==> config.mk <==
export PLATFORM = sky130hd
export DESIGN_NAME = rv32_run_monitor
export DESIGN_NICKNAME = d
export VERILOG_FILES = /design/src/rtl/rv32_mon_pkg.sv /design/src/rtl/rv32_pc_trace_buf.sv /design/src/rtl/rv32_run_monitor.sv
export SDC_FILE = /design/constraint.sdc
export NUM_CORES = 1
export LEC_CHECK = 0
export CAP_MARGIN = 20
export CORE_UTILIZATION = 35
export CTS_CLUSTER_DIAMETER = 80
export DETAILED_ROUTE_END_ITERATION = 8
export GPL_TIMING_DRIVEN = 0
export PLACE_DENSITY = 0.58
export SETUP_SLACK_MARGIN = 0.02
export SLEW_MARGIN = 20
export SYNTH_ARGS = -nofsm -noshare
export SYNTH_HDL_FRONTEND = slang
export SYNTH_SLANG_ARGS = --single-unit
==> constraint.sdc <==
create_clock -name clk -period 6.6 [get_ports clk]
set_input_delay 1.32 -clock clk [delete_from_list [all_inputs] [get_ports clk]]
set_output_delay 1.32 -clock clk [all_outputs]
set_load 0.01 [all_outputs]
==> src/rtl/rv32_mon_pkg.sv <==
// Shared types and constants for the rv32 run monitor.
package rv32_mon_pkg;

    typedef enum logic [1:0] {
        ST_NONE    = 2'd0,
        ST_PASS    = 2'd1,
        ST_FAIL    = 2'd2,
        ST_TIMEOUT = 2'd3
    } mon_status_e;

    typedef enum logic [1:0] {
        MON_IDLE = 2'd0,
        MON_RUN  = 2'd1,
        MON_DONE = 2'd2
    } mon_state_e;

    localparam logic [31:0] DEFAULT_TOHOST_ADDR = 32'h0000_1000;

endpackage

==> src/rtl/rv32_pc_trace_buf.sv <==
// Circular buffer of retired PCs; read side is indexed relative to the newest entry.
module rv32_pc_trace_buf #(
    parameter int XLEN  = 32,
    parameter int DEPTH = 8,
    localparam int IDX_W = $clog2(DEPTH)
) (
    input  logic             clk,
    input  logic             reset,
    input  logic             push,
    input  logic [XLEN-1:0]  push_pc,
    input  logic [IDX_W-1:0] rd_idx,
    output logic [XLEN-1:0]  rd_pc,
    output logic [IDX_W:0]   count
);

    localparam logic [IDX_W:0] FULL = (IDX_W+1)'(DEPTH);

    logic [XLEN-1:0]  mem [DEPTH];
    logic [IDX_W-1:0] wr_ptr;
    logic [IDX_W-1:0] rd_ptr;

    always_ff @(posedge clk) begin
        if (reset) begin
            wr_ptr <= '0;
            count  <= '0;
        end else if (push) begin
            wr_ptr <= wr_ptr + IDX_W'(1);
            if (count != FULL) begin
                count <= count + (IDX_W+1)'(1);
            end
        end
    end

    // Storage carries no reset; an empty buffer reads as zero instead.
    always_ff @(posedge clk) begin
        if (push) begin
            mem[wr_ptr] <= push_pc;
        end
    end

    assign rd_ptr = wr_ptr - IDX_W'(1) - rd_idx;
    assign rd_pc  = (count == '0) ? '0 : mem[rd_ptr];

endmodule

==> src/rtl/rv32_run_monitor.sv <==
// Run monitor: decides pass/fail/timeout from the retire and store streams,
// counts cycles and retires, and keeps a trace of recent retired PCs.
module rv32_run_monitor
    import rv32_mon_pkg::*;
#(
    parameter int              XLEN           = 32,
    parameter int              CNT_W          = 32,
    parameter int              TIMEOUT_CYCLES = 5000,
    parameter int              USE_HALT_PC    = 0,
    parameter logic [XLEN-1:0] HALT_PC        = '0,
    parameter int              STUCK_LIMIT    = 4,
    parameter logic [XLEN-1:0] TOHOST_ADDR    = XLEN'(DEFAULT_TOHOST_ADDR),
    parameter int              TRACE_DEPTH    = 8,
    localparam int             IDX_W          = $clog2(TRACE_DEPTH)
) (
    input  logic             clk,
    input  logic             reset,
    input  logic             retire_valid,
    input  logic [XLEN-1:0]  retire_pc,
    input  logic             store_valid,
    input  logic [XLEN-1:0]  store_addr,
    input  logic [XLEN-1:0]  store_data,
    input  logic [IDX_W-1:0] trace_idx,
    output logic [XLEN-1:0]  trace_pc,
    output logic [IDX_W:0]   trace_count,
    output logic             running,
    output logic             done,
    output logic [1:0]       status,
    output logic [XLEN-1:0]  fail_code,
    output logic [CNT_W-1:0] cycle_count,
    output logic [CNT_W-1:0] instret_count
);

    localparam int STREAK_W = $clog2(STUCK_LIMIT + 2);

    mon_state_e        state, state_next;
    mon_status_e       status_r, end_status;
    logic [XLEN-1:0]   end_code;
    logic [XLEN-1:0]   last_pc;
    logic [STREAK_W-1:0] streak, streak_next;
    logic              tohost_hit, halt_hit, stuck_hit, timeout_hit;

    always_comb begin
        tohost_hit  = store_valid && (store_addr == TOHOST_ADDR) && store_data[0];
        halt_hit    = (USE_HALT_PC != 0) && retire_valid && (retire_pc == HALT_PC);
        // A zero streak means no PC has retired yet, so nothing to match against.
        streak_next = ((streak != '0) && (retire_pc == last_pc)) ? streak + STREAK_W'(1)
                                                                 : STREAK_W'(1);
        stuck_hit   = (STUCK_LIMIT != 0) && retire_valid && (streak_next == STREAK_W'(STUCK_LIMIT));
        timeout_hit = (TIMEOUT_CYCLES != 0) && (cycle_count == CNT_W'(TIMEOUT_CYCLES - 1));

        end_status = ST_NONE;
        end_code   = '0;
        if (tohost_hit) begin
            if (store_data == XLEN'(1)) begin
                end_status = ST_PASS;
            end else begin
                end_status = ST_FAIL;
                end_code   = store_data >> 1;
            end
        end else if (halt_hit || stuck_hit) begin
            end_status = ST_PASS;
        end else if (timeout_hit) begin
            end_status = ST_TIMEOUT;
        end

        state_next = state;
        case (state)
            MON_IDLE: state_next = MON_RUN;
            MON_RUN:  if (end_status != ST_NONE) state_next = MON_DONE;
            MON_DONE: state_next = MON_DONE;
            default:  state_next = MON_IDLE;
        endcase
    end

    always_ff @(posedge clk) begin
        if (reset) begin
            state         <= MON_IDLE;
            status_r      <= ST_NONE;
            fail_code     <= '0;
            cycle_count   <= '0;
            instret_count <= '0;
            last_pc       <= '0;
            streak        <= '0;
        end else begin
            state <= state_next;
            if (state == MON_RUN) begin
                cycle_count   <= cycle_count + CNT_W'(1);
                instret_count <= instret_count + CNT_W'(retire_valid);
                status_r      <= end_status;
                fail_code     <= end_code;
                if (retire_valid) begin
                    last_pc <= retire_pc;
                    streak  <= streak_next;
                end
            end
        end
    end

    assign status  = status_r;
    assign running = (state == MON_RUN);
    assign done    = (state == MON_DONE);

    rv32_pc_trace_buf #(
        .XLEN  (XLEN),
        .DEPTH (TRACE_DEPTH)
    ) u_trace (
        .clk     (clk),
        .reset   (reset),
        .push    (running && retire_valid && !reset),
        .push_pc (retire_pc),
        .rd_idx  (trace_idx),
        .rd_pc   (trace_pc),
        .count   (trace_count)
    );

endmodule

==> summary.txt, run 1 <==
STA
  – Max transition margin: 38.8%
  – Unrepaired setup endpoints after global routing: false
  – Setup slack after layout: 292 ps
  – # setup viols final: 0
  – Maximum clock rate: 159 MHz
  – Period utilization: 95.6%
  – Total Negative Setup Slacks: 0 ps
  – Count of final hold-check violations: 0
  – Worst-Margin Slew: 905 ps
  – Post-layout minimum cycle time: 6310 ps
  – Clock Skew: 17.6 ps
  – Pins Over Slew Limit: 0

Power and ir drop
  – Pwr/cell area: 300 nW/um2
  – Total leakage power: 7.11 nW
  – Gate power share: 17.3%
  – Peak supply drop: 0.196 mV
  – Seq pwr share: 43.5%
  – Clk pwr share: 39.2%
  – Net Sw Frac: 25.8%
  – Internal power: 0.00470 W
  – NetSw: 0.00164 W

Logic synthesis
  – Count leader, synth: edfxtp_1
  – Synth area leader: edfxtp_1
  – Cell variety after synth: 60
  – Avg Synthesized Cell Area: 13.2 um2
  – Top cells by area, synth: edfxtp_1, dfxtp_1, mux4_2
  – FF+latch count, synth: 397
  – Syn Nets: 1345
  – Most frequent cells after synthesis: edfxtp_1, nand2_1, dfxtp_1
  – Post-synthesis cell area: 16200 um2
  – Sequential share of the synthesized area: 64.9%
  – Ys flop type: edfxtp_1
  – Synth warnings: 0
  – EDFF count, synth: 256
  – Post-synth ARST share: 0%
  – Post-synth top area share: 47.5%
  – Syn Inst Count: 1229

Critical path
  – R2R setup slack: 2560 ps
  – Startpoint Class: primary input
  – R2R cell count: 11
  – CP Data Required Time: 5280 ps
  – Setup crit end kind: output port
  – R2R Path End: u_trace.mem[4][11]
  – Setup CP Type: primary input to output port
  – Crit path DAT: 4990 ps
  – Worst r2r src: state[1]
  – Critical path peak fanout: 10

Global route
  – First-pass GRT wire length: 65100 um
  – Largest net degree at the start of global routing: 21
  – Vias in the first global route: 11000
  – Tot GR Track Use: 18.1%
  – Initial antenna violation count: 1
  – GR Overflow Total: 0

CTS
  – Post_cts resized: 0
  – Clk Latency, worst-skew pair: 580 ps
  – H-tree Lvls: 2
  – Post-CTS setup buffer count: 0
  – Cts hold-fix bufs: 0
  – CTS clk-pin slew, worst paths: 60 ps
  – CTS Root Buffer Type: clkbuf_16
  – Clk sinks: 397
  – CTS tree: built
  – Clock buffer depth: 3
  – Num CTS Buffers: 44

Die
  – Core area: 45500 um2
  – Io pins: 239
  – Die Area: 47100 um2
  – Initial Util: 35.6%
  – Placement Rows: 78
  – DIE HEIGHT: 217 um
  – DIE WIDTH: 217 um

Hold path
  – Hold depth: 2
  – Origin of the worst min-delay path: last_pc[4]
  – Hold Path Class: flop to flop
  – Min-Delay Endpoint: last_pc[4]

Cells and area
  – Share of cells above drive strength 1: 12.6%
  – Nets@finish: 1660
  – Antenna diode count: 0
  – Non-filler instance count after layout: 2177
  – Area grow syn2layout: 30.6%

Route
  – Vias: 10800
  – TritonRoute pass-1 iters: 5
  – Routed WL per cell: 19.4 um
  – Antenna Nets Post-Route: 0
  – Routed WL: 42200 um
  – # DRC: 0
  – Vias/cell: 4.95
  – Initial DRC count: 609

Place
  – Setup WS pre-CTS: 267 ps
  – Placed Cells: 2098
  – RD Place Congestion: 0.815
  – HPWL after DPL: 30000 um
  – IO buf count: 237

Run
  – Max-Cap Viols: 0

Outcome
  – Status: completed
layout by cell type, fill, tap and decap left out, types with 16 or more instances in the layout:
cell type        Yosys  final
edfxtp_1           256    256
clkdlybuf4s50_1      0    237
nand2_1            167    167
dfxtp_1            141    141
a21oi_1            111    111
nor2_1             105    102
xor2_1              66     66
mux4_2              64     64
clkbuf_1            43     54
clkbuf_16            0     46
nor2b_1             32     32
nand4_1             27     27
xnor2_1             24     24
nor4_1              23     22
nand3_1             21     21
buf_2               11     19
buf_4                3     16
flip-flops by register name, indices dropped and copies added, names as in the netlist:
name	count
fail_code	31
instret_count	32
cycle_count	32
u_trace.wr_ptr	3
u_trace.count	4
last_pc	32
status	2
streak	3
state	2
u_trace.mem	256
area by class of cell:
type,count,area (um2)
timing repair buffer,269,2680
clock inverter,21,263
inverter,17,63.8
buffer,62,277
multi-input combinational,753,5390
clock buffer,58,1210
fill,4196,24300
tap,600,751
sequential,397,10500
logic make-up after synthesis:
group,after synthesis,share of synthesized area (%)
AND/OR/NAND/NOR,448,13.5
flip-flops,397,64.9
AO/OA/AOI/OAI,131,4.26
XOR/XNOR,90,4.87
buffers and inverters,79,2.10
multiplexers,70,9.27
adder cells (fa/ha/maj),13,1.05
other,1,0.0232
critical path, stage by stage:
cell and delay, ps:
clkdlybuf4s50_1 400, inv_1 90, ha_1 140, inv_1 50, fa_1 470, clkbuf_1 600
buf_1 600, mux4_2 340, nand2_1 60, a21oi_1 320, clkdlybuf4s50_1 600
power groups by stage:
stage | Combinational, W | Clock [W] | Sequential [W]
2_1_floorplan | 0.000670 | 0 | 0.00281
3_3_place_gp | 0.00110 | 0 | 0.00281
3_5_place_dp | 0.00112 | 0 | 0.00281
4_1_cts | 0.00113 | 0.00255 | 0.00276
5_1_grt | 0.00120 | 0.00264 | 0.00276
6_report | 0.00110 | 0.00248 | 0.00276
worst max-delay path by stage:
stage	start	end	depth (start not counted)
6_report	trace_idx[0]	trace_pc[4]	11
5_1_grt	trace_idx[0]	trace_pc[4]	11
4_1_cts	trace_idx[0]	trace_pc[4]	11
3_5_place_dp	trace_idx[0]	trace_pc[4]	11
3_3_place_gp	retire_valid	u_trace.mem[4][11]	6
2_1_floorplan	retire_valid	u_trace.mem[4][0]	5
per-layer routing:
layer	track usage [%]	part of all wire, %	up-vias
li1	-	-	5111
met1	22.9	42	5308
met2	30.4	49	296
met3	4.36	6.3	60
met4	6.15	2.4	2
met5	0	0.028	-
through the flow:
step	util [%]	instance area, um2	total power (W)	hold slack, ps
after floorplan	-	16200	0.00348	448
after global placement	42.5	19300	0.00391	453
after detailed placement	43.3	19700	0.00393	460
after CTS	46.5	21100	0.00644	467
after global routing	46.5	21100	0.00661	484
final	46.5	21100	0.00634	466
Note: power is estimated with default switching activity, not from simulation.
==> run 2: changes to the inputs <==
--- a/config.mk
+++ b/config.mk
@@ -9,7 +9,7 @@
 export CORE_UTILIZATION = 35
 export CTS_CLUSTER_DIAMETER = 80
 export DETAILED_ROUTE_END_ITERATION = 8
-export GPL_TIMING_DRIVEN = 0
+export HOLD_SLACK_MARGIN = 0.08
 export PLACE_DENSITY = 0.58
 export SETUP_SLACK_MARGIN = 0.02
 export SLEW_MARGIN = 20
==> run 2 against run 1 <==
- register-to-register slack improved by 670 ps
- combinational power is 5% lower
- setup slack better by 610 ps
- worst hold slack lost 0.55 ps
- critical endpoint is now trace_pc[30]
- largest power group unchanged
- highest routed layer is now met4
==> summary.txt, run 2 (synthesis results as in run 1) <==
Outcome
  – Status: completed

Critical path
  – R2R Path End: u_trace.mem[5][11]
  – Crit-path max cell delay: 490 ps
  – WP depth: 12
  – Setup CP Type: primary input to output port
  – Slowest-stage cell, CP: clkdlybuf4s50_1
  – WP buf/inv: 5
  – CP startpoint: trace_idx[0]
  – Startpoint Class: primary input
  – Crit path DAT: 4380 ps
  – Setup crit end kind: output port
  – Worst-path cell chain: clkdlybuf4s50_1, inv_1, ha_4, inv_1, fa_2, xnor2_1, xnor2_2, buf_4, mux4_2, mux2i_1, nor2_1, clkdlybuf4s50_1
  – Worst setup endpoint: trace_pc[30]
  – Critical path peak fanout: 33
  – CP Data Required Time: 5280 ps
  – R2R setup slack: 3230 ps
  – Worst r2r src: state[1]
  – Delay-heaviest family, CP: buffers and inverters
  – R2R cell count: 8

Run
  – Max-Cap Viols: 0

Cells and area
  – Nets@finish: 1591
  – Final Instance Area: 20800 um2
  – Antenna diode count: 0
  – Area grow syn2layout: 28.7%
  – Commonest non-fill, non-tap cell in the layout: edfxtp_1
  – Filler instances: 4122
  – Most flop-heavy register: u_trace.mem
  – Number of flip-flops in the largest register: 256
  – Share of cells above drive strength 1: 12.0%
  – Most frequent cells in the layout: edfxtp_1, clkdlybuf4s50_1, nand2_1

CTS
  – Post_cts resized: 0
  – Clk Latency, worst-skew pair: 570 ps
  – Num CTS Buffers: 44
  – Clock buffer depth: 3
  – H-tree Lvls: 2
  – Cts hold-fix bufs: 0
  – CTS clk-pin slew, worst paths: 60 ps
  – Post-CTS setup buffer count: 0
  – Clk sinks: 397
  – CTS Root Buffer Type: clkbuf_16
  – CTS tree: built

Global route
  – Tot GR Track Use: 16.8%
  – First-pass GRT wire length: 61300 um
  – GR Overflow Total: 0
  – Initial antenna violation count: 0
  – Vias in the first global route: 10600
  – Largest net degree at the start of global routing: 56

Place
  – RD Place Congestion: 0.760
  – IO buf count: 237
  – Placed instance area: 19400 um2
  – HPWL after DPL: 25400 um

STA
  – Max transition margin: 41.1%
  – Count of final hold-check violations: 0
  – Worst-Margin Slew: 872 ps
  – Unrepaired setup endpoints after global routing: false
  – # setup viols final: 0
  – Period utilization: 86.4%
  – Pins Over Slew Limit: 0
  – Maximum clock rate: 175 MHz
  – Total Negative Setup Slacks: 0 ps
  – Post-layout minimum cycle time: 5700 ps
  – Clock Skew: 25.9 ps

Power and ir drop
  – NetSw: 0.00158 W
  – Total leakage power: 6.91 nW
  – Net Sw Frac: 25.1%
  – Clk pwr share: 39.4%
  – Peak supply drop: 0.200 mV
  – Internal power: 0.00470 W
  – Gate power share: 16.7%
  – Pwr/cell area: 301 nW/um2
  – Seq pwr share: 43.9%
  – Overall power: 0.00628 W

Hold path
  – Hold Path Class: flop to flop

Route
  – Initial DRC count: 589
  – Routed WL per cell: 18.5 um
  – Vias: 10300
  – Antenna Nets Post-Route: 0
  – TritonRoute pass-1 iters: 5
  – Vias/cell: 4.89
  – Routed WL: 39000 um
  – # DRC: 0

Die
  – Initial Util: 35.6%
  – Io pins: 239
  – Core area: 45500 um2
  – DIE HEIGHT: 217 um
  – DIE WIDTH: 217 um
  – Placement Rows: 78
  – Die Area: 47100 um2
==> run 2: changes by cell type in the layout (fill, tap and decap cells not counted), sizes merged <==
| cell | before | now |
|---|---|---|
| clkinv | 16 | 15 |
| clkdlybuf4s50 | 237 | 236 |
| clkbuf | 102 | 62 |
| dlymetal6s2s | 1 | 0 |
| buf | 49 | 26 |
==> run 2: worst min path at each step <==
stage / to / cells after the start / slack, ps / start
floorplan: last_pc[0] / 2 / 450 / last_pc[0]
global placement: last_pc[19] / 2 / 450 / last_pc[19]
detailed placement: last_pc[16] / 2 / 460 / last_pc[16]
CTS: last_pc[16] / 2 / 470 / last_pc[16]
global route: last_pc[7] / 2 / 480 / last_pc[7]
finish: last_pc[24] / 2 / 470 / last_pc[24]
==> run 2: area by class of cell <==
cell class	instances	area [um2]	share of cell area, %
clock buffers	62	1220	5.85
clock inverters	20	254	1.22
inverters	17	63.8	0.306
multi-input cells	753	5430	26.0
flip-flops and latches	397	10500	50.4
well taps	600	751	3.60
repair buffers	262	2620	12.5
==> run 2: worst register-to-register path, stage by stage (launching register included) <==
cell and delay (ps):
dfxtp_1 320, inv_1 80, ha_2 160, buf_4 460
and2_2 260, buf_4 410, nand2_1 340, nor2_4 630
buf_4 390
==> run 2: routing by layer <==
metal  part of all wire [%]  GRT usage (%)  vias up  wire, um
met4                    1.6           4.69        0       616
met1                     42           20.9     5080     16600
li1                       -              -     4965         -
met5                      0              0        -         0
met2                     50           28.7      230     19600
met3                    5.7           4.26       43      2230
==> run 2: power by group through the flow <==
stage | registers (W) | clock network, W | logic [W]
3_5_place_dp | 0.00281 | 0 | 0.00108
5_1_grt | 0.00276 | 0.00264 | 0.00115
2_1_floorplan | 0.00281 | 0 | 0.000670
6_report | 0.00276 | 0.00248 | 0.00105
3_3_place_gp | 0.00281 | 0 | 0.00107
4_1_cts | 0.00276 | 0.00255 | 0.00108
==> run 2: stage by stage <==
step | worst slack (ps) | utilization, % | hold WS, ps | instances
CTS | 822 | 45.8 | 467 | 2111
global route | 737 | 45.8 | 483 | 2111
finish | 897 | 45.8 | 465 | 2111
detailed placement | 835 | 42.6 | 460 | 2029
global placement | 843 | 42.5 | 453 | 2028
floorplan | 1070 | - | 448 | 1229
==> run 3: changes to the inputs <==
--- a/config.mk
+++ b/config.mk
@@ -9,8 +9,10 @@
 export CORE_UTILIZATION = 35
 export CTS_CLUSTER_DIAMETER = 80
 export DETAILED_ROUTE_END_ITERATION = 8
+export GPL_TIMING_DRIVEN = 0
 export HOLD_SLACK_MARGIN = 0.08
 export PLACE_DENSITY = 0.58
+export REMOVE_ABC_BUFFERS = 1
 export SETUP_SLACK_MARGIN = 0.02
 export SLEW_MARGIN = 20
 export SYNTH_ARGS = -nofsm -noshare
==> run 3 against run 2 <==
- final cell count grew 0.90%
- sequential share of layout area shrank 0.61 points
- via count grew 0.86%
- global-route usage shrank 0.18 points
- sequential power is essentially flat
- critical path type unchanged
- clock power shrank 4%
- count of clock-buffer cells in the layout grew 2
- combinational power grew 7%
- first-iteration DRC count shrank 3.6%
==> summary.txt, run 3 (synthesis results as in run 1) <==
Critical path
  – WP buf/inv: 5
  – Setup CP Type: primary input to output port
  – Setup crit end kind: output port
  – Crit-path max cell delay: 620 ps
  – Delay-heaviest family, CP: buffers and inverters
  – Worst-path cell chain: clkdlybuf4s50_1, inv_1, ha_4, inv_1, fa_4, xnor2_1, xor2_4, buf_16, nand2_1, a21oi_1, clkdlybuf4s50_1
  – CP Data Required Time: 5280 ps
  – Slowest-stage cell, CP: clkdlybuf4s50_1
  – Critical path peak fanout: 16
  – Startpoint Class: primary input
  – Crit path DAT: 4760 ps
  – R2R setup slack: 3130 ps

CTS
  – CTS Root Buffer Type: clkbuf_16
  – Clk sinks: 397
  – Clock buffer depth: 3
  – CTS tree: built
  – Post_cts resized: 0
  – CTS clk-pin slew, worst paths: 60 ps
  – Post-CTS setup buffer count: 0
  – Clk Latency, worst-skew pair: 570 ps
  – H-tree Lvls: 2
  – Cts hold-fix bufs: 0
  – Num CTS Buffers: 44

Power and ir drop
  – Total leakage power: 7.06 nW
  – Pwr/cell area: 296 nW/um2
  – Peak supply drop: 0.180 mV

STA
  – # setup viols final: 0
  – Max transition margin: 51.2%
  – Unrepaired setup endpoints after global routing: false
  – Period utilization: 92.1%
  – Worst-Margin Slew: 725 ps
  – Clock Skew: 22.7 ps
  – Maximum clock rate: 164 MHz
  – Post-layout minimum cycle time: 6080 ps
  – Count of final hold-check violations: 0
  – Total Negative Setup Slacks: 0 ps
  – Pins Over Slew Limit: 0

Global route
  – Largest net degree at the start of global routing: 62
  – Initial antenna violation count: 4
  – Tot GR Track Use: 16.6%
  – Vias in the first global route: 10600
  – First-pass GRT wire length: 60300 um
  – GR Overflow Total: 0

Die
  – Die Area: 47100 um2
  – Initial Util: 35.6%
  – Core area: 45500 um2
  – DIE WIDTH: 217 um
  – Io pins: 239
  – DIE HEIGHT: 217 um
  – Placement Rows: 78

Route
  – Routed WL: 38800 um
  – Initial DRC count: 568
  – Routed WL per cell: 18.2 um
  – # DRC: 0
  – TritonRoute pass-1 iters: 5
  – Antenna Nets Post-Route: 0
  – Vias/cell: 4.89
  – Vias: 10400

Place
  – RD Place Congestion: 0.782
  – Placed instance area: 19700 um2
  – IO buf count: 237
  – HPWL after DPL: 26800 um

Cells and area
  – Area grow syn2layout: 30.3%
  – Most frequent cells in the layout: edfxtp_1, clkdlybuf4s50_1, nand2_1
  – Commonest non-fill, non-tap cell in the layout: edfxtp_1
  – Number of flip-flops in the largest register: 256
  – Most flop-heavy register: u_trace.mem
  – Post-Route Utilization: 46.4%
  – Final Instance Area: 21100 um2
  – Share of cells above drive strength 1: 13.3%
  – Nets@finish: 1611

Outcome
  – Status: completed

Run
  – Max-Cap Viols: 0

Hold path
  – Hold Path Class: flop to flop
## run 3: cell count changes in the layout (fill, tap and decap cells not counted), moves of 3 or more
cell	delta
buf_6	+7
buf_2	+10
bufinv_16	-3
buf_4	-5
buf_16	+7
clkinv_1	-4
## run 3: path summary, 6_finish.rpt
check,start,end,cells past startpoint
worst max-delay path,trace_idx[0],trace_pc[1],11
worst min-delay path,last_pc[25],last_pc[25],2
worst max register to register,state[1],u_trace.mem[4][24],9
worst min register to register,last_pc[25],last_pc[25],2
## run 3: layer usage
layer | global-route usage [%] | vias to the layer above | share of wire (%)
met4 | 4.48 | 4 | 1.8
met1 | 19.9 | 5108 | 41
li1 | - | 5012 | -
met5 | 0 | - | 0.070
met2 | 28.6 | 239 | 50
met3 | 5.20 | 44 | 6.6
## run 3: power by group
part / leakage [nW] / switching (W) / internal, W
registers: 3.44 / 0.0000423 / 0.00271
clock network: 0.683 / 0.000982 / 0.00139
logic: 2.93 / 0.000571 / 0.000552
total: 7.06 / 0.00160 / 0.00465
## run 3: worst register-to-register path, delay by kind of cell (launching register included)
| kind | cells | cell delay [ps] |
|---|---|---|
| buf+inv | 5 | 1090 |
| simple gates | 3 | 1370 |
| fa+ha+maj | 1 | 410 |
| flops | 1 | 320 |
## run 3: final cells by class
cell class | count | area (um2)
well taps | 600 | 751
flip-flops and latches | 397 | 10500
inverters | 17 | 63.8
diodes | 2 | 5.00
repair buffers | 282 | 2920
clock inverters | 15 | 163
clock buffers | 64 | 1240
multi-input cells | 753 | 5450
fillers | 4106 | 24400
## run 3: stage by stage
step / std cells / hold slack (ps) / power, W / setup WS, ps
global placement: 2004 / 453 / 0.00391 / -6980
floorplan: 1167 / 442 / 0.00346 / 170
detailed placement: 2049 / 460 / 0.00396 / 467
CTS: 2128 / 468 / 0.00636 / 456
global route: 2130 / 481 / 0.00653 / 377
finish: 2130 / 466 / 0.00625 / 518
